File: config.mk
export PLATFORM = sky130hd
export DESIGN_NAME = csr_edge_fetcher
export DESIGN_NICKNAME = d
export VERILOG_FILES = /design/src/rtl/csr_edge_fetcher.sv
export SDC_FILE = /design/constraint.sdc
export NUM_CORES = 1
export LEC_CHECK = 0
export CORE_MARGIN = 1
export CORE_UTILIZATION = 50
export CTS_CLUSTER_SIZE = 28
export DETAILED_ROUTE_END_ITERATION = 12
export PLACE_DENSITY_LB_ADDON = 0.3
export SLEW_MARGIN = 30
export SYNTH_ARGS = -nofsm -noshare
export SYNTH_HDL_FRONTEND = slang
export SYNTH_SLANG_ARGS = --single-unit
export TNS_END_PERCENT = 10
File: constraint.sdc
create_clock -name clk_in -period 4.75 [get_ports clk_in]
set_input_delay 0.475 -clock clk_in [delete_from_list [all_inputs] [get_ports clk_in]]
set_output_delay 0.475 -clock clk_in [all_outputs]
set_load 0.1 [all_outputs]
File: src/rtl/csr_edge_fetcher.sv
// CSR neighbor fetcher: reads row pointers for a vertex, then streams its edge list through a 2-write FIFO.
// First idx strobe 1 cycle after accept; edge reads stall on FIFO credits, so nbr_ready backpressure never overflows.
module csr_edge_fetcher #(
    parameter int PROC_BITS  = 4,
    parameter int PROC_ID    = 0,
    parameter int LATENCY    = 2,
    parameter int FIFO_DEPTH = 8
) (
    input  logic                  clk_in,
    input  logic                  rst_in,
    input  logic                  req_valid,
    input  logic [31:0]           req_vertex,
    output logic                  req_ready,
    output logic [31+PROC_BITS:0] idx_addr,
    output logic                  idx_validin,
    input  logic [31:0]           rowidx_in,
    output logic [31+PROC_BITS:0] data_addra,
    output logic [31+PROC_BITS:0] data_addrb,
    output logic                  data_validina,
    output logic                  data_validinb,
    input  logic [31:0]           data_ina,
    input  logic [31:0]           data_inb,
    output logic                  nbr_valid,
    output logic [31:0]           nbr_data,
    output logic                  nbr_last,
    input  logic                  nbr_ready,
    output logic                  done,
    output logic                  busy
);
    localparam int AW   = $clog2(FIFO_DEPTH);
    localparam int CNTW = AW + 1;
    localparam int CW   = 16;
    localparam logic [PROC_BITS-1:0] TAG = PROC_BITS'(PROC_ID);

    typedef enum logic [2:0] {IDLE, IDX, WAIT, STREAM, DRAIN} state_t;

    state_t            state_q, state_d;
    logic [31:0]       v_q, v_d;
    logic              sel_q, sel_d;
    logic [31:0]       start_q, start_d;
    logic [31:0]       end_q, end_d;
    logic [31:0]       ptr_q, ptr_d;

    logic [LATENCY-1:0] isr_vld_q, isr_sel_q;
    logic [LATENCY-1:0] dsr_a_q, dsr_b_q, dsr_al_q, dsr_bl_q;

    logic [31:0]          mem_dat_q [FIFO_DEPTH];
    logic [FIFO_DEPTH-1:0] mem_last_q;
    logic [AW-1:0]        wr_q, rd_q;
    logic [CNTW-1:0]      cnt_q;

    logic          run;
    logic          idx_ret, idx_ret_end, a_ret, b_ret, pop;
    logic [CW-1:0] inflight, credit;
    logic [31:0]   rem;
    logic          idx_vld, iss_a, iss_b, last_a, last_b, done_c;
    logic [AW-1:0] wr_b;

    assign run         = ~rst_in;
    assign idx_ret     = isr_vld_q[LATENCY-1];
    assign idx_ret_end = isr_sel_q[LATENCY-1];
    assign a_ret       = dsr_a_q[LATENCY-1];
    assign b_ret       = dsr_b_q[LATENCY-1];
    assign rem         = end_q - ptr_q;
    assign wr_b        = wr_q + AW'(a_ret);

    // Credits count both buffered entries and reads still in the memory pipe.
    always_comb begin
        inflight = '0;
        for (int i = 0; i < LATENCY; i++) begin
            inflight = inflight + CW'(dsr_a_q[i]) + CW'(dsr_b_q[i]);
        end
        credit = CW'(FIFO_DEPTH) - CW'(cnt_q) - inflight;
    end

    always_comb begin
        state_d = state_q;
        v_d     = v_q;
        sel_d   = sel_q;
        start_d = (idx_ret && !idx_ret_end) ? rowidx_in : start_q;
        end_d   = end_q;
        ptr_d   = ptr_q;
        idx_vld = 1'b0;
        iss_a   = 1'b0;
        iss_b   = 1'b0;
        last_a  = 1'b0;
        last_b  = 1'b0;
        done_c  = 1'b0;
        case (state_q)
            IDLE: begin
                if (req_valid) begin
                    v_d     = req_vertex;
                    sel_d   = 1'b0;
                    state_d = IDX;
                end
            end
            IDX: begin
                idx_vld = 1'b1;
                sel_d   = 1'b1;
                if (sel_q) state_d = WAIT;
            end
            WAIT: begin
                if (idx_ret && idx_ret_end) begin
                    end_d = rowidx_in;
                    if (rowidx_in <= start_q) begin
                        state_d = DRAIN;
                    end else begin
                        ptr_d   = start_q;
                        state_d = STREAM;
                    end
                end
            end
            STREAM: begin
                if (rem >= 32'd2 && credit >= CW'(2)) begin
                    iss_a  = 1'b1;
                    iss_b  = 1'b1;
                    last_b = (rem == 32'd2);
                    ptr_d  = ptr_q + 32'd2;
                    if (rem == 32'd2) state_d = DRAIN;
                end else if (rem == 32'd1 && credit >= CW'(1)) begin
                    iss_a   = 1'b1;
                    last_a  = 1'b1;
                    ptr_d   = ptr_q + 32'd1;
                    state_d = DRAIN;
                end
            end
            DRAIN: begin
                if (inflight == '0 && cnt_q == '0) begin
                    done_c  = 1'b1;
                    state_d = IDLE;
                end
            end
            default: state_d = IDLE;
        endcase
    end

    assign req_ready     = run && (state_q == IDLE);
    assign busy          = run && (state_q != IDLE);
    assign done          = run && done_c;
    assign idx_validin   = run && idx_vld;
    assign data_validina = run && iss_a;
    assign data_validinb = run && iss_b;
    assign idx_addr      = idx_validin   ? {TAG, v_q + {31'd0, sel_q}} : '0;
    assign data_addra    = data_validina ? {TAG, ptr_q} : '0;
    assign data_addrb    = data_validinb ? {TAG, ptr_q + 32'd1} : '0;
    assign nbr_valid     = run && (cnt_q != '0);
    assign nbr_data      = nbr_valid ? mem_dat_q[rd_q] : '0;
    assign nbr_last      = nbr_valid && mem_last_q[rd_q];
    assign pop           = nbr_valid && nbr_ready;

    always_ff @(posedge clk_in) begin
        if (rst_in) begin
            state_q   <= IDLE;
            v_q       <= '0;
            sel_q     <= 1'b0;
            start_q   <= '0;
            end_q     <= '0;
            ptr_q     <= '0;
            isr_vld_q <= '0;
            isr_sel_q <= '0;
            dsr_a_q   <= '0;
            dsr_b_q   <= '0;
            dsr_al_q  <= '0;
            dsr_bl_q  <= '0;
            wr_q      <= '0;
            rd_q      <= '0;
            cnt_q     <= '0;
        end else begin
            state_q   <= state_d;
            v_q       <= v_d;
            sel_q     <= sel_d;
            start_q   <= start_d;
            end_q     <= end_d;
            ptr_q     <= ptr_d;
            isr_vld_q <= (isr_vld_q << 1) | LATENCY'(idx_validin);
            isr_sel_q <= (isr_sel_q << 1) | LATENCY'(sel_q);
            dsr_a_q   <= (dsr_a_q << 1) | LATENCY'(data_validina);
            dsr_b_q   <= (dsr_b_q << 1) | LATENCY'(data_validinb);
            dsr_al_q  <= (dsr_al_q << 1) | LATENCY'(last_a);
            dsr_bl_q  <= (dsr_bl_q << 1) | LATENCY'(last_b);
            wr_q      <= wr_q + AW'(a_ret) + AW'(b_ret);
            rd_q      <= rd_q + AW'(pop);
            cnt_q     <= cnt_q + CNTW'(a_ret) + CNTW'(b_ret) - CNTW'(pop);
        end
    end

    // Port A lands ahead of port B so same-cycle returns keep issue order.
    always_ff @(posedge clk_in) begin
        if (run && a_ret) begin
            mem_dat_q[wr_q]  <= data_ina;
            mem_last_q[wr_q] <= dsr_al_q[LATENCY-1];
        end
        if (run && b_ret) begin
            mem_dat_q[wr_b]  <= data_inb;
            mem_last_q[wr_b] <= dsr_bl_q[LATENCY-1];
        end
    end
endmodule

==> results.toml, run 1 <==
[outcome]
outcome = "finished, violations left"
violations = "setup timing"

[synthesis]
muxShareOfSynthArea_pct = 19.33
synth_edf_count = 256
synth_area_um2 = 25310
yosys.area_share.simple_pct = 14.95
synth_xor_area_share_pct = 2.457
seq_area_frac_synth_pct = 43.19
synth_top_family_by_area = "multiplexers"
async_flop_share_pct = 0
yosys.cell_types.count = 93
yosys_register_bits = 418
synth_compound_area_share_pct = 10.99
synthCells = 2448
synth_fa_ha_area_share_pct = 4.598
synth_flop_cell = "edfxtp_1"
yosysWarnings = 0
syn_area_per_cell_um2 = 10.34

[clock_network]
cts_made_buffers = 47
path_clk_slew_ns = 0.06
cts-htree-levels = 2
clock_latency_ns = 0.61
cts_sinks = 418
clock_path_buffers = 3
cts_hold_buffers = 0
cts_root_buf = "clkbuf_16"
cts_tree = "built"

[floorplan]
pin_count = 280
start_util_pct = 50.54
die_x_um = 227.0
chipHeight_um = 227.0
fp.coreArea_um2 = 50070
die_area_um2 = 51520
rows = 82

[routing]
num_vias = 20970
drc_errors = 0
ant_nets = 0
drt-initial-drc-count = 1928
wl_per_cell_um = 22.61
via_per_inst = 6.048
drt-total-wl_um = 78380
first_pass_iters = 5

[placed_design]
routabilityCongestion = 0.9746
place_ws_ns = -0.06656
dp_hpwl_um = 52880
portBuffers = 267
place_inst = 3351

[grt]
grt_pass1_wl_um = 119000
grt_pass1_vias = 20580
grt_antenna_before_repair = 2
top_usage_layer = "met2"
use_met3_pct = 6.569
grt_max_degree = 83
gr-usage-all-layers_pct = 30.11
overflow = 0
grt_util_met1_pct = 40.87
grt_use_met2_pct = 48.52

[setup_path]
arrival_ns = 4.55
crit_top_cell = "buf_12"
slowest_delay_ns = 0.35
reg2reg_depth = 17
criticalPathCategory = "flop to output pin"
cp-start-kind = "flop"
path_buf_inv = 5
crit_family = "simple AND/OR/NAND/NOR gates"
rrSetupSlack_ns = 0.11
r2r_end = "ptr_q[11]$_SDFFE_PP0P_"
cp-end-kind = "output pin"
worstSetupPathDepth = 18
crit_fanout = 6
endpoint = "data_addra[5]"
crit_slowest_cell = "dfxtp_1"
crit_chain = "inv_1 -> ha_1 -> a21o_1 -> a31oi_2 -> o22ai_1 -> nor4_2 -> o2111ai_2 -> nor4_4 -> buf_4 -> o211ai_1 -> nand4b_1 -> or2_4 -> nor2_4 -> o21a_4 -> buf_8 -> buf_12 -> and2_4 -> buf_12"
cp.required_ns = 4.28
crit_start = "ptr_q[24]$_SDFFE_PP0P_"
worstReg2RegStart = "ptr_q[1]$_SDFFE_PP0P_"

[timing]
setup_slack_ns = -0.2740
slew_headroom_pct = 35.30
max_freq_mhz = 199.0
holdWs_ns = 0.3836
fin_crit_sh_pct = 105.8
setup_violations = 66
final-hold-violation-count = 0
worst_slew_pin_slew_ns = 0.9674
fin_crit_ns = 5.024
rsz0062_at_grt = "true"
skew_ns = 0.02454
slew_violations = 0

[power_and_ir_drop]
leakagePower_uw = 0.01137
power.density_nw_per_um2 = 402.5
max-vdd-ir-drop_v = 0.0004383

[finish]
drive_gt1_share_pct = 30.54
area_delta_synth_final_pct = 26.94
final_cells = 3467
fin_nets = 2974

[worst_hold_path]
worstHoldPathType = "input pin to flop"

[flow_run]
maxCapViolCount = 0
[tightest hold or removal path, stage by stage]
cell,delay (ns)
buf_4,0.12
inv_1,0.16
o21ai_0,0.12
a21oi_1,0.04
[registers in the layout, indices dropped and copies added, names as in the netlist, 3 cells and up]
| register | count |
|---|---|
| mem_last_q | 8 |
| mem_dat_q | 256 |
| wr_q | 3 |
| cnt_q | 4 |
| v_q | 32 |
| end_q | 32 |
| rd_q | 3 |
| ptr_q | 32 |
| start_q | 32 |
| state_q | 3 |
[synth_stat cells (all sizes together) (42+ instances only)]
cell type | instances | area (um^2)
clkbuf | 104 | 391.6
mux2i | 51 | 510.5
xnor2 | 42 | 367.9
nand2 | 324 | 1219
nor2 | 177 | 669.4
nand3 | 66 | 330.3
nand4 | 42 | 262.8
mux4 | 66 | 1486
mux2 | 257 | 2894
o21ai | 60 | 315.3
and2 | 42 | 264.0
dfxtp | 162 | 3243
edfxtp | 256 | 7687
inv | 94 | 352.8
ha | 85 | 1064
buf | 59 | 376.6
a21oi | 188 | 974.7
[report_power, final]
| group | internal (uW) | switching, uW | total [uW] |
|---|---|---|---|
| clock network | 2150 | 1570 | 3720 |
| registers | 3990 | 204 | 4190 |
| logic | 1890 | 3120 | 5010 |
[routing by layer]
| metal | routed length, um | share of wire (%) | vias up |
|---|---|---|---|
| li1 | - | - | 9610 |
| met1 | 32860 | 42 | 10240 |
| met2 | 36430 | 46 | 990 |
| met3 | 7195 | 9.2 | 129 |
| met4 | 1893 | 2.4 | 2 |
| met5 | 13 | 0.017 | - |
[repair_timing]
| action | CTS | global route |
|---|---|---|
| buffers inserted | 11 | 10 |
| pin swaps | 17 | 32 |
| cloned | 3 | 0 |
| endpoints found under the setup margin | 68 | 68 |
| gates resized for setup | 87 | 42 |
[cell usage in the layout (no fill, tap or decap), types with 15 or more instances in the layout]
master           instances
a21o_1                  21
a21oi_1                174
and2_4                  33
and3_1                  18
buf_12                  74
buf_4                  193
clkbuf_16               47
clkdlybuf4s50_1        131
dfxtp_1                154
edfxtp_1               256
ha_1                    68
ha_4                    15
inv_1                   86
mux2_2                 257
mux2i_1                 51
mux4_2                  66
nand2_1                321
nand3_1                 61
nand4_1                 42
nor2_1                 142
nor2_2                  31
nor2b_1                 22
nor3_1                  37
o211ai_1                27
o21ai_0                 50
xnor2_1                 42
xor2_1                  29
[final cells by class]
cell class | instances | area, um^2
fillers | 3962 | 17940
multi-input cells | 1783 | 13980
flip-flops and latches | 418 | 10950
repair buffers | 408 | 4400
clock buffers | 55 | 1236
well taps | 672 | 840.8
inverters | 94 | 355.3
clock inverters | 32 | 346.6
diodes | 5 | 12.51
[stage by stage]
stage                     util [%]  cell area, um^2  power [uW]  TNS, ns
after global placement       59.41            29740        8732  -0.3190
after global routing         64.13            32110       13450   -23.04
after detailed placement     59.44            29760        8805   -1.407
after CTS                    63.65            31870       12800   -10.59
after floorplan                  -            25450        7444   -12.56
final                        64.16            32120       12930   -13.25
[logic make-up (layout without fill, tap and decap cells)]
group / Yosys count / after routing
compound gates: 426 / 426
xor+xnor: 71 / 71
fa+ha+maj: 90 / 90
buf+inv: 258 / 589
flops: 418 / 418
mux: 374 / 374
other cells: 1 / 17
simple gates: 810 / 810
[worst min path at each step]
| stage | to | cells after the start | from | slack, ns |
|---|---|---|---|---|
| after CTS | state_q[0]$_SDFFE_PP0P_ | 4 | rst_in | 0.36 |
| after global routing | state_q[0]$_SDFFE_PP0P_ | 4 | rst_in | 0.41 |
| after global placement | isr_sel_q[1]$_SDFF_PP0_ | 1 | isr_sel_q[0]$_SDFF_PP0_ | 0.42 |
| after detailed placement | isr_vld_q[1]$_SDFF_PP0_ | 1 | isr_vld_q[0]$_SDFF_PP0_ | 0.43 |
| final | state_q[0]$_SDFFE_PP0P_ | 4 | rst_in | 0.38 |
| after floorplan | dsr_al_q[1]$_SDFF_PP0_ | 1 | dsr_al_q[0]$_SDFF_PP0_ | 0.41 |
Note: power is estimated with default switching activity, not from simulation.
==> inputs of run 2 (changes only) <==
- HOLD_SLACK_MARGIN: default -> 0.05
==> results of run 2 <==
Final layout, timing and power as in run 1 (identical DEF).
==> inputs of run 3 (changes only) <==
- DONT_BUFFER_PORTS: default -> 1
==> run 3 against run 2 <==
Cell area up 1.8%. Total power shrank 0.26%. Critical path depth is 3 higher. Core utilization increased by 1.1 points. Via count increased by 3.8%. Register-to-register slack got worse by 0.24 ns. Worst hold slack worse by 0.32 ns. Critical path type unchanged. Fmax grew 0.56%. Non-clock buffer count up 45. Sequential power barely moved. Flip-flop and latch count unchanged. The flow still finishes with violations (setup timing).
==> results.toml, run 3 (synthesized netlist as in run 1, its figures left out) <==
[grt]
grt_pass1_wl_um = 126400
grt_antenna_before_repair = 4
overflow = 0
gr-usage-all-layers_pct = 32.16
grt_pass1_vias = 21880
grt_max_degree = 124

[setup_path]
slowest_delay_ns = 0.35
crit_family = "simple AND/OR/NAND/NOR gates"
cp-start-kind = "flop"
crit_fanout = 8
cp.required_ns = 4.28
crit_chain = "inv_2 -> ha_4 -> fa_2 -> nand2b_4 -> a21oi_2 -> buf_4 -> buf_4 -> o21ai_0 -> a21oi_1 -> o22ai_2 -> nor4_4 -> buf_4 -> o211ai_1 -> nand4b_1 -> or2_4 -> nor2_4 -> o21a_4 -> buf_12 -> buf_16 -> and2_4 -> buf_12"
path_buf_inv = 7
crit_slowest_cell = "dfxtp_2"
criticalPathCategory = "flop to output pin"
arrival_ns = 4.52
cp-end-kind = "output pin"
crit_top_cell = "buf_4"

[routing]
drt-initial-drc-count = 2003
first_pass_iters = 5
via_per_inst = 6.203
drt-total-wl_um = 84000
ant_nets = 0
wl_per_cell_um = 23.94
num_vias = 21770
drc_errors = 0

[outcome]
outcome = "finished, violations left"
violations = "setup timing"

[timing]
fin_crit_sh_pct = 105.2
tns_ns = -7.570
skew_ns = 0.04527
fin_crit_ns = 4.996
worst_slew_pin_slew_ns = 0.8678
setup_violations = 34
holdWs_ns = 0.06152
setup_slack_ns = -0.2462
max_freq_mhz = 200.2
slew_violations = 0
final-hold-violation-count = 0
rsz0062_at_grt = "true"
slew_headroom_pct = 41.93

[finish]
drive_gt1_share_pct = 31.81
fin_nets = 3019
final_cell_mix = "nand2_1, mux2_2, edfxtp_1, dlygate4sd3_1, buf_4"
final_common_cell = "nand2_1"
multi_input_area_um2 = 14200
largest_reg_flops = 256
regMostFlops = "mem_dat_q"
fillCellCount = 3801
seqCellArea_um2 = 10950
area_delta_synth_final_pct = 29.22

[floorplan]
pin_count = 280
chipHeight_um = 227.0
die_area_um2 = 51520
fp.coreArea_um2 = 50070
die_x_um = 227.0
start_util_pct = 50.54
rows = 82

[worst_hold_path]
worstHoldPathType = "input pin to flop"

[clock_network]
clock_path_buffers = 3
cts_made_buffers = 47
cts_tree = "built"
clock_latency_ns = 0.62
cts_root_buf = "clkbuf_16"
path_clk_slew_ns = 0.06
cts-htree-levels = 2
cts_sinks = 418

[placed_design]
portBuffers = 0
routabilityCongestion = 0.9596
dp_hpwl_um = 52410

[flow_run]
maxCapViolCount = 0

[power_and_ir_drop]
max-vdd-ir-drop_v = 0.0003164
power.density_nw_per_um2 = 394.4
leakagePower_uw = 0.01179
[run 3: changes by cell type in the layout (fill, tap and decap cells not counted), moves of 7 or more]
cell,previous run,this run
a21oi_2,10,19
nor2_2,31,95
buf_12,74,66
nor2_1,142,78
clkdlybuf4s50_1,131,0
clkbuf_1,5,14
buf_4,193,183
a21oi_1,174,167
dlygate4sd3_1,0,195
[run 3: area by class of cell]
class                   count  area share [%]
multi-input cells        1783           43.42
clock inverters            24          0.7576
repair buffers            453           14.72
flip-flops and latches    418           33.49
clock buffers              64           3.953
inverters                  94           1.087
well taps                 672           2.571
diodes                      1        0.007653
[run 3: per-stage QoR]
stage | area, um^2 | instances | total power (uW) | utilization (%) | worst slack [ns]
floorplan | 25450 | 2459 | 7444 | - | -0.4649
global route | 32700 | 3509 | 13380 | 65.31 | -0.3810
finish | 32700 | 3509 | 12900 | 65.31 | -0.2462
global placement | 28380 | 3202 | 8526 | 56.68 | -0.1424
detailed placement | 28390 | 3202 | 8594 | 56.70 | -0.3478
CTS | 32460 | 3504 | 12680 | 64.83 | -0.3044
[run 3: timing repair]
| item | 4_1_cts | 5_1_grt |
|---|---|---|
| setup endpoints to repair | 92 | 76 |
| buffers inserted | 16 | 4 |
| hold buffers | 195 | 1 |
| cloned | 3 | 0 |
| gates resized for setup | 91 | 43 |
| hold endpoints to repair | 273 | 1 |
| pin swaps | 23 | 25 |
[run 3: report_power, final]
part	switching (uW)	internal, uW	leakage (uW)	total [uW]
clock	1630	2050	0.000739	3680
sequential	207	3990	0.00362	4200
combinational	3150	1870	0.00744	5020
total	4990	7910	0.0118	12900
[run 3: per-layer routing]
layer / global-route usage, % / routed length (um)
met1: 41.32 / 32810
met2: 52.03 / 39430
met3: 8.815 / 9124
met4: 11.41 / 2588
met5: 0 / 44
[run 3: final timing paths]
kind	start	to	slack (ns)	cells past startpoint
worst max-delay path	end_q[0]$_SDFFE_PP0P_	data_addra[13]	-0.25	21
worst min-delay path	data_inb[16]	mem_dat_q[5][16]$_DFFE_PP_	0.06	1
worst max register to register	end_q[0]$_SDFFE_PP0P_	ptr_q[27]$_SDFFE_PP0P_	-0.13	21
worst min register to register	start_q[3]$_SDFFE_PP0P_	start_q[3]$_SDFFE_PP0P_	0.46	2
